File: src/rtl/uart_frame_pkg.sv
// rtl/uart_frame_pkg.sv - shared states, error codes and defaults for the UART frame controller
package uart_frame_pkg;

    typedef enum logic [2:0] {
        ST_IDLE,
        ST_LEN,
        ST_PAYLOAD,
        ST_CSUM,
        ST_DRAIN
    } frame_state_t;

    localparam logic [1:0] ERR_NONE    = 2'd0;
    localparam logic [1:0] ERR_LEN     = 2'd1;
    localparam logic [1:0] ERR_CSUM    = 2'd2;
    localparam logic [1:0] ERR_TIMEOUT = 2'd3;

    localparam logic [7:0] DEFAULT_SYNC_BYTE = 8'hA5;

endpackage

File: src/rtl/frame_buf.sv
// rtl/frame_buf.sv - payload buffer, one write port and one combinational read port
module frame_buf #(
    parameter int DEPTH = 16,
    parameter int AW    = 4
) (
    input  logic          clk,
    input  logic          we,
    input  logic [AW-1:0] waddr,
    input  logic [7:0]    wdata,
    input  logic [AW-1:0] raddr,
    output logic [7:0]    rdata
);

    logic [7:0] mem [DEPTH];

    always_ff @(posedge clk) begin
        if (we) begin
            mem[waddr] <= wdata;
        end
    end

    assign rdata = mem[raddr];

endmodule

File: src/rtl/uart_frame_ctrl.sv
// rtl/uart_frame_ctrl.sv - SYNC/LEN/payload[/checksum] frame parser with verified-only payload release
// Checksum byte and its check are present only when UART_FRAME_CSUM_EN is defined.
module uart_frame_ctrl
    import uart_frame_pkg::*;
#(
    parameter int         MAX_LEN      = 16,
    parameter logic [7:0] SYNC_BYTE    = DEFAULT_SYNC_BYTE,
    parameter int         TIMEOUT_CLKS = 12000
) (
    input  logic       clk,
    input  logic       rst,
    input  logic [7:0] rx_byte,
    input  logic       byte_available,
    output logic       rx_enable,
    output logic [7:0] out_data,
    output logic       out_valid,
    input  logic       out_ready,
    output logic       out_last,
    output logic       frame_ok,
    output logic       frame_err,
    output logic [1:0] err_code
);

    localparam int PW = $clog2(MAX_LEN + 1);
    localparam int AW = (MAX_LEN > 1) ? $clog2(MAX_LEN) : 1;
    localparam int TW = $clog2(TIMEOUT_CLKS);
    localparam logic [TW-1:0] TO_LAST = TW'(TIMEOUT_CLKS - 1);

    frame_state_t  state, state_nxt;
    logic          ba_q;
    logic          strobe;
    logic [PW-1:0] len;
    logic [PW-1:0] wr_ptr;
    logic [PW-1:0] wr_ptr_inc;
    logic [PW-1:0] rd_ptr;
    logic [TW-1:0] to_cnt;
    logic          cnt_active;
    logic          timeout;
    logic          len_bad;
    logic          buf_we;
    logic          xfer;
    logic          err_det;
    logic [1:0]    err_nxt;
`ifdef UART_FRAME_CSUM_EN
    logic [7:0]    sum;
    logic [7:0]    sum_add;
`endif

    assign strobe     = byte_available & ~ba_q;
    assign wr_ptr_inc = wr_ptr + PW'(1);
    assign len_bad    = (rx_byte == 8'd0) || (rx_byte > 8'(MAX_LEN));
    assign cnt_active = (state == ST_LEN) || (state == ST_PAYLOAD) || (state == ST_CSUM);
    // A byte arriving on the expiry cycle takes precedence over the timeout.
    assign timeout    = cnt_active && !strobe && (to_cnt == TO_LAST);
    assign xfer       = out_valid && out_ready;
    assign out_last   = out_valid && (rd_ptr == len - PW'(1));
`ifdef UART_FRAME_CSUM_EN
    assign sum_add    = sum + rx_byte;
`endif

    frame_buf #(
        .DEPTH(MAX_LEN),
        .AW   (AW)
    ) u_buf (
        .clk  (clk),
        .we   (buf_we),
        .waddr(wr_ptr[AW-1:0]),
        .wdata(rx_byte),
        .raddr(rd_ptr[AW-1:0]),
        .rdata(out_data)
    );

    always_ff @(posedge clk or posedge rst) begin
        if (rst) begin
            state <= ST_IDLE;
        end else begin
            state <= state_nxt;
        end
    end

    always_comb begin
        state_nxt = state;
        err_det   = 1'b0;
        err_nxt   = ERR_NONE;
        buf_we    = 1'b0;
        case (state)
            ST_IDLE: begin
                if (strobe && rx_byte == SYNC_BYTE) begin
                    state_nxt = ST_LEN;
                end
            end
            ST_LEN: begin
                if (strobe) begin
                    if (len_bad) begin
                        state_nxt = ST_IDLE;
                        err_det   = 1'b1;
                        err_nxt   = ERR_LEN;
                    end else begin
                        state_nxt = ST_PAYLOAD;
                    end
                end
            end
            ST_PAYLOAD: begin
                if (strobe) begin
                    buf_we = 1'b1;
                    if (wr_ptr_inc == len) begin
`ifdef UART_FRAME_CSUM_EN
                        state_nxt = ST_CSUM;
`else
                        state_nxt = ST_DRAIN;
`endif
                    end
                end
            end
`ifdef UART_FRAME_CSUM_EN
            ST_CSUM: begin
                if (strobe) begin
                    if (sum_add == 8'd0) begin
                        state_nxt = ST_DRAIN;
                    end else begin
                        state_nxt = ST_IDLE;
                        err_det   = 1'b1;
                        err_nxt   = ERR_CSUM;
                    end
                end
            end
`endif
            ST_DRAIN: begin
                if (xfer && out_last) begin
                    state_nxt = ST_IDLE;
                end
            end
            default: state_nxt = ST_IDLE;
        endcase
        if (timeout) begin
            state_nxt = ST_IDLE;
            err_det   = 1'b1;
            err_nxt   = ERR_TIMEOUT;
        end
    end

    always_ff @(posedge clk or posedge rst) begin
        if (rst) begin
            ba_q      <= 1'b0;
            rx_enable <= 1'b0;
            out_valid <= 1'b0;
            frame_ok  <= 1'b0;
            frame_err <= 1'b0;
            err_code  <= ERR_NONE;
            len       <= '0;
            wr_ptr    <= '0;
            rd_ptr    <= '0;
            to_cnt    <= '0;
`ifdef UART_FRAME_CSUM_EN
            sum       <= '0;
`endif
        end else begin
            ba_q      <= byte_available;
            rx_enable <= (state_nxt != ST_DRAIN);
            frame_ok  <= (state_nxt == ST_DRAIN) && (state != ST_DRAIN);
            frame_err <= err_det;
            if (err_det) begin
                err_code <= err_nxt;
            end
            if (state == ST_LEN && strobe) begin
                len    <= rx_byte[PW-1:0];
                wr_ptr <= '0;
`ifdef UART_FRAME_CSUM_EN
                sum    <= rx_byte;
`endif
            end
            if (buf_we) begin
                wr_ptr <= wr_ptr_inc;
`ifdef UART_FRAME_CSUM_EN
                sum    <= sum_add;
`endif
            end
            // Valid rises the cycle after DRAIN entry and drops with the last transfer.
            out_valid <= (state == ST_DRAIN) && !(xfer && out_last);
            if (state != ST_DRAIN) begin
                rd_ptr <= '0;
            end else if (xfer) begin
                rd_ptr <= rd_ptr + PW'(1);
            end
            if (!cnt_active || strobe) begin
                to_cnt <= '0;
            end else if (to_cnt != TO_LAST) begin
                to_cnt <= to_cnt + TW'(1);
            end
        end
    end

endmodule

File: config.mk
export PLATFORM = sky130hd
export DESIGN_NAME = uart_frame_ctrl
export DESIGN_NICKNAME = d
export VERILOG_FILES = /design/src/rtl/uart_frame_pkg.sv /design/src/rtl/frame_buf.sv /design/src/rtl/uart_frame_ctrl.sv
export SDC_FILE = /design/constraint.sdc
export NUM_CORES = 1
export LEC_CHECK = 0
export CORE_ASPECT_RATIO = 1.75
export CORE_MARGIN = 2
export CORE_UTILIZATION = 55
export CTS_BUF_LIST = sky130_fd_sc_hd__clkbuf_4 sky130_fd_sc_hd__clkbuf_8 sky130_fd_sc_hd__clkbuf_16
export DETAILED_ROUTE_END_ITERATION = 8
export HOLD_SLACK_MARGIN = 0.06
export PLACE_DENSITY = 0.76
export SLEW_MARGIN = 20
export SYNTH_ARGS = -nofsm -noshare
export SYNTH_HDL_FRONTEND = slang
export SYNTH_SLANG_ARGS = --single-unit
File: constraint.sdc
create_clock -name clk -period 2.07 [get_ports clk]
set_input_delay 0.207 -clock clk [delete_from_list [all_inputs] [get_ports clk]]
set_output_delay 0.207 -clock clk [all_outputs]
set_load 0.005 [all_outputs]
* Word level (Yosys, flattened, before mapping) *
Memories as Yosys holds them, arrays and structs flattened.
Index checks and enable logic that the tools add are counted.

word-level totals
  memories = 1
  bits of input ports = 12
  output and inout port bits = 15
  flip-flop bits (word level) = 39
  bits in writable memories = 128
  logic and storage cells = 78

operators by class
  reduce and logical (&&, ||, !) cells = 21
  equal/unequal tests = 12
  add/subtract/negate cells = 4
  bitwise gates (word level) = 2
  muxes and demuxes = 26
  magnitude comparators = 1

memories
  name       words  width  rd ports  clocked after Yosys merged registers in  write ports  line             RTL
  u_buf.mem  16     8      1         0                                        1            frame_buf.sv:14  logic [7:0] mem [DEPTH];

operators with widths
  operator               number
  $mux 14                2
  $mux 5                 4
  $mux 3                 6
  $add 14x1->14 const B  1
  $eq 14x14->1 const B   1
  $ne 14x14->1 const B   1
  $pmux 3 s4             1
  $mux 1                 11
  $add 5x1->5 const B    2
  $eq 5x5->1             2
  $logic_and 1x1->1      9
  $eq 8x8->1 const B     1
  $gt 8x5->1 const B     1
  $logic_not 8->1        1
  $eq 3x2->1 const B     2
  $eq 3x3->1 const B     2
  $ne 3x3->1 const B     2
  $reduce_bool 2->1      3
  $sub 5x1->5 const B    1
  $logic_or 1x1->1       4
  $mux 2                 2
  $eq 3x1->1 const B     1
  $logic_not 1->1        3
  $logic_not 3->1        1
  other kinds (2)        2

* Depth between registers and ports, before layout *
  word-level depth = 9
  mapped depth = 7
  mapped depth without buffers = 7

* Cells and area by module *
Synthesis repeated with hierarchy kept, for this count alone.

second synthesis, totals
  cell total of the unflattened synthesis = 438
  area, all modules = 7,095.6 sq um

by module, submodules not included
  module           area each (sq um)  cells an instance  times used  seq. area each (sq um)
  frame_buf        4,987.3            221                1           3,843.7
  uart_frame_ctrl  2,108.3            217                1           975.9

* Worst setup path after synthesis *
Ideal clock, no wire load.

  path kind = register -> register
  start = reg ba_q
  end = mem u_buf.mem[11][0], enable pin
  data arrival time = 1.608 ns
  data required time = 1.738 ns
  buffers on the path = 2
  setup time = 0.332 ns
  cell stages (with the launch flop) = 7
  clock period less this slack = 1.939 ns
  path slack = 0.131 ns
  path through = dfrtp_1 nand2b_1 buf_2 or3_1 buf_2 nor3b_2 and2_1

between the ends
  cells in the longest elaborated chain, start to end = 6

ends and longest elaborated chain
  item                          line                    RTL
  from (decl)                   uart_frame_ctrl.sv:30   logic ba_q;
  from (signal assigned)        uart_frame_ctrl.sv:158  ba_q <= byte_available;
  $not 1->1                     uart_frame_ctrl.sv:49   assign strobe = byte_available & ~ba_q;
  $and 1x1->1                   uart_frame_ctrl.sv:49
  $mux 1                        uart_frame_ctrl.sv:104  if (strobe) begin
  $mux 1                        uart_frame_ctrl.sv:86   case (state)
  $mux 1                        frame_buf.sv:17         if (we) begin
  $mux 1 (implied by the code)  frame_buf.sv:18         mem[waddr] <= wdata;
  to (decl)                     frame_buf.sv:14

Every way passes these cells.

* Final worst setup path *
  start = reg rd_ptr[0]
  end = out out_data[5]

between the ends
  cells in the longest elaborated chain, start to end = 1

ends and longest elaborated chain
  item                    line                    RTL
  from (decl)             uart_frame_ctrl.sv:35   logic [PW-1:0] rd_ptr;
  from (signal assigned)  uart_frame_ctrl.sv:183  rd_ptr <= rd_ptr + PW'(1);
  $mem_v2 16x8            n/a
  to (decl)               uart_frame_ctrl.sv:15   output logic [7:0] out_data,

Every way passes these cells.

==> metrics <==
Clk pwr share a little over two fifths; Synth area leaders edfxtp_1, dfrtp_1, mux4_2; RSZ-0062 raised after global routing true; Seq/Total Area, Yosys between 60% and 70%; Hold Worst Slack around 0.15 ns; power density over cell area ~760 nW/um2; min-delay worst type in -> async; Overflow after GRT 0; total number of vias roughly 4100; Internal Pwr Total 5.29 mW; Synth Flop Type edfxtp_1; placed cells 666; flops & latches, synth roughly 170; Syn-to-layout area delta 23.4%; Post-Route Skew approximately 0.017 ns; fin crit period ~2.4 ns; failing checks setup timing; largest net degree at the start of global routing 26; Die Y ~160 um; Critical Path Start Type flip-flop; Adder-Cell Fraction of Synth Area between 1 and 1.5%; CTS tree built; H-tree depth 4; FFs w/ async S/R, synth 23.4%; NumNets Final approximately 540; DRT iter0 DRCs around 430; Psw about 1.5 mW; IO Port Bufs 26; xor/xnor share of the synthesized area 3.51%; synth warn 0; simple-gate share of the synthesized area under 10%; cell taking the most area after synthesis edfxtp_1; # rows between 50 and 60; most frequent cells in the layout edfxtp_1, dfrtp_1, buf_4, mux4_2, nor2_1; period utilization 114%; vias per inst approximately 5.8; setup tns final -2.21 ns; Sinks on Clock Net ~170; initial antenna violation count 0; mux contribution to synthesized area between 10% and 20%; number of synthesized flops with an enable pin 128; Clock Path Buffers 2; gr usage total 24.0%; Slew Limit Fails 0; core box area approximately 13000 um2; Gate power share roughly 2.9%; Placer Congestion between 0.8 and 0.9; non-filler cells in the finished layout about 710; Residual DRC 0; Wirelength per Cell ~22 um; Max Cap Viol 0; max_slew headroom ~60%; share of the synthesized area in the top cell type approximately 53%; status complete, but fails checks; Mean Syn Cell Area between 15 and 20 um2; Worst-Margin Slew around 0.59 ns; num ports 27; hpwl dp about 11000 um; largest family of logic cells by synthesized area multiplexers; first-pass GRT wire length roughly 25000 um; Root Buffer clkbuf_16; Mapped Area 7190 um2; Post-Syn Nets ~460; Worst VDD drop 531 uV; Critical Path RT roughly 1.9 ns; commonest non-fill, non-tap cell in the layout edfxtp_1; post-synthesis compound-gate area fraction under 10%; sw frac between 20% and 30%; Gate Count Post-Synth around 440; Worst-path clk slew 0.07 ns; drt first pass iters 4; TritonCTS buffer count 17; final-layout fill cell count between 800 and 900; Clk Latency, worst-skew pair 0.42 ns; fin worst setup slack -0.281 ns; Leak around 3.1 nW; Die Wd slightly above 90 um; n_diodes 0; starting density of the core 55.9%; CP Capture Type output port; final hold viol count 0; pre-CTS setup slack -0.375 ns; Routed Antenna Nets 0; die area between 10000 and 15000 um2; vias in the first global route 4372; WL final 15700 um; Critical Path AT about 2.1 ns; Yosys cell types 54; maximum clock rate between 400 and 500 MHz; critical-path maximum fanout 6; share of layout cells above drive strength 1 31.2%; Sequential Power Share between 50 and 60%; Tot Pwr approximately 6.8 mW; setup violators final 9; critical path type reg -> out
-- worst max-delay path, stage by stage, from the launching register on --
cell      delay, ns
dfrtp_4        0.51
buf_8          0.15
buf_6          0.11
mux4_2         0.43
nor2b_4        0.14
a211oi_2       0.18
a21oi_1        0.05
buf_2          0.14
-- what timing repair did --
item,4_1_cts,5_1_grt
setup buffers,6,2
resized for setup,81,7
gates cloned,1,0
hold buffers,0,0
setup endpoints to repair,9,10
pin swaps,14,6
-- area by class of cell --
type	instances	area, um2	area share (%)
inverter	8	30.0	0.338
clock buffer	17	425	4.79
multi-input combinational	238	2250	25.3
clock inverter	15	135	1.52
timing repair buffer	91	1000	11.3
sequential	167	4820	54.3
tap	171	214	2.41
-- flip-flops by register name, summed over array words and instances (netlist names) --
| signal | cells |
|---|---|
| frame_ok | 1 |
| rx_enable | 1 |
| err_code | 2 |
| wr_ptr | 5 |
| len | 5 |
| u_buf.mem | 128 |
| ba_q | 1 |
| rd_ptr | 5 |
| frame_err | 1 |
| to_cnt | 14 |
| state | 3 |
| out_valid | 1 |
-- metrics by stage --
step                util [%]  cell area [um2]
floorplan                  -             7190
global placement        63.5             8170
detailed placement      63.5             8170
CTS                     68.6             8830
global route            69.0             8880
finish                  69.0             8880
-- power by group through the flow --
stage / Combinational, mW / Clock [mW] / Sequential [mW]
2_1_floorplan: 0.0777 / 0 / 3.70
3_3_place_gp: 0.183 / 0 / 3.71
3_5_place_dp: 0.191 / 0 / 3.71
4_1_cts: 0.195 / 3.00 / 3.64
5_1_grt: 0.211 / 3.15 / 3.64
6_report: 0.193 / 2.95 / 3.64
-- per-layer routing --
| metal | global-route usage (%) | wire [um] | vias up |
|---|---|---|---|
| li1 | - | - | 1841 |
| met1 | 26.4 | 5500 | 2086 |
| met2 | 43.9 | 8910 | 141 |
| met3 | 4.46 | 608 | 31 |
| met4 | 12.5 | 691 | 0 |
| met5 | 0 | 0 | - |
-- cell families after synthesis --
| logic type | count (synthesis) |
|---|---|
| buffers and inverters | 31 |
| DFF | 167 |
| adders and majority gates | 7 |
| AOI/OAI and AO/OA | 45 |
| and+or+nand+nor | 115 |
| muxes | 43 |
| xor gates and xnor gates | 28 |
-- worst paths after layout --
kind | start | end | slack (ns) | depth (start not counted)
setup / recovery | rd_ptr[0]$_DFFE_PP0P_ | out_data[5] | -0.28 | 7
hold / removal | rst | frame_ok$_DFF_PP0_ | 0.15 | 2
setup reg to reg | state[0]$_DFF_PP0_ | u_buf.mem[11][5]$_DFFE_PP_ | 0.13 | 5
hold reg to reg | state[1]$_DFF_PP0_ | state[0]$_DFF_PP0_ | 0.52 | 1
max in group asynchronous | rst | to_cnt[2]$_DFFE_PP0N_ | 1.37 | 3
min in group clk | byte_available | ba_q$_DFF_PP0_ | 0.26 | 1
-- Yosys cell counts, types with 2 or more instances --
cell,instances
nand3_1,10
xor2_1,15
clkbuf_1,4
buf_12,2
nor2_1,23
nor3b_2,2
mux2_2,2
nor4_1,3
clkbuf_2,2
dfrtp_1,39
nand2_1,15
and3_1,4
mux2i_1,9
edfxtp_1,128
mux4_1,14
o21ai_0,12
nor3_1,7
nor2b_1,9
buf_6,2
a211oi_1,9
and2_1,18
buf_4,4
a21oi_1,11
nand3b_1,2
inv_1,8
ha_1,7
nand2b_1,5
xnor2_1,12
buf_2,8
mux4_2,18
nand4_1,5
or3_1,3
a31oi_1,3
Power figures use the tool's default switching activity.
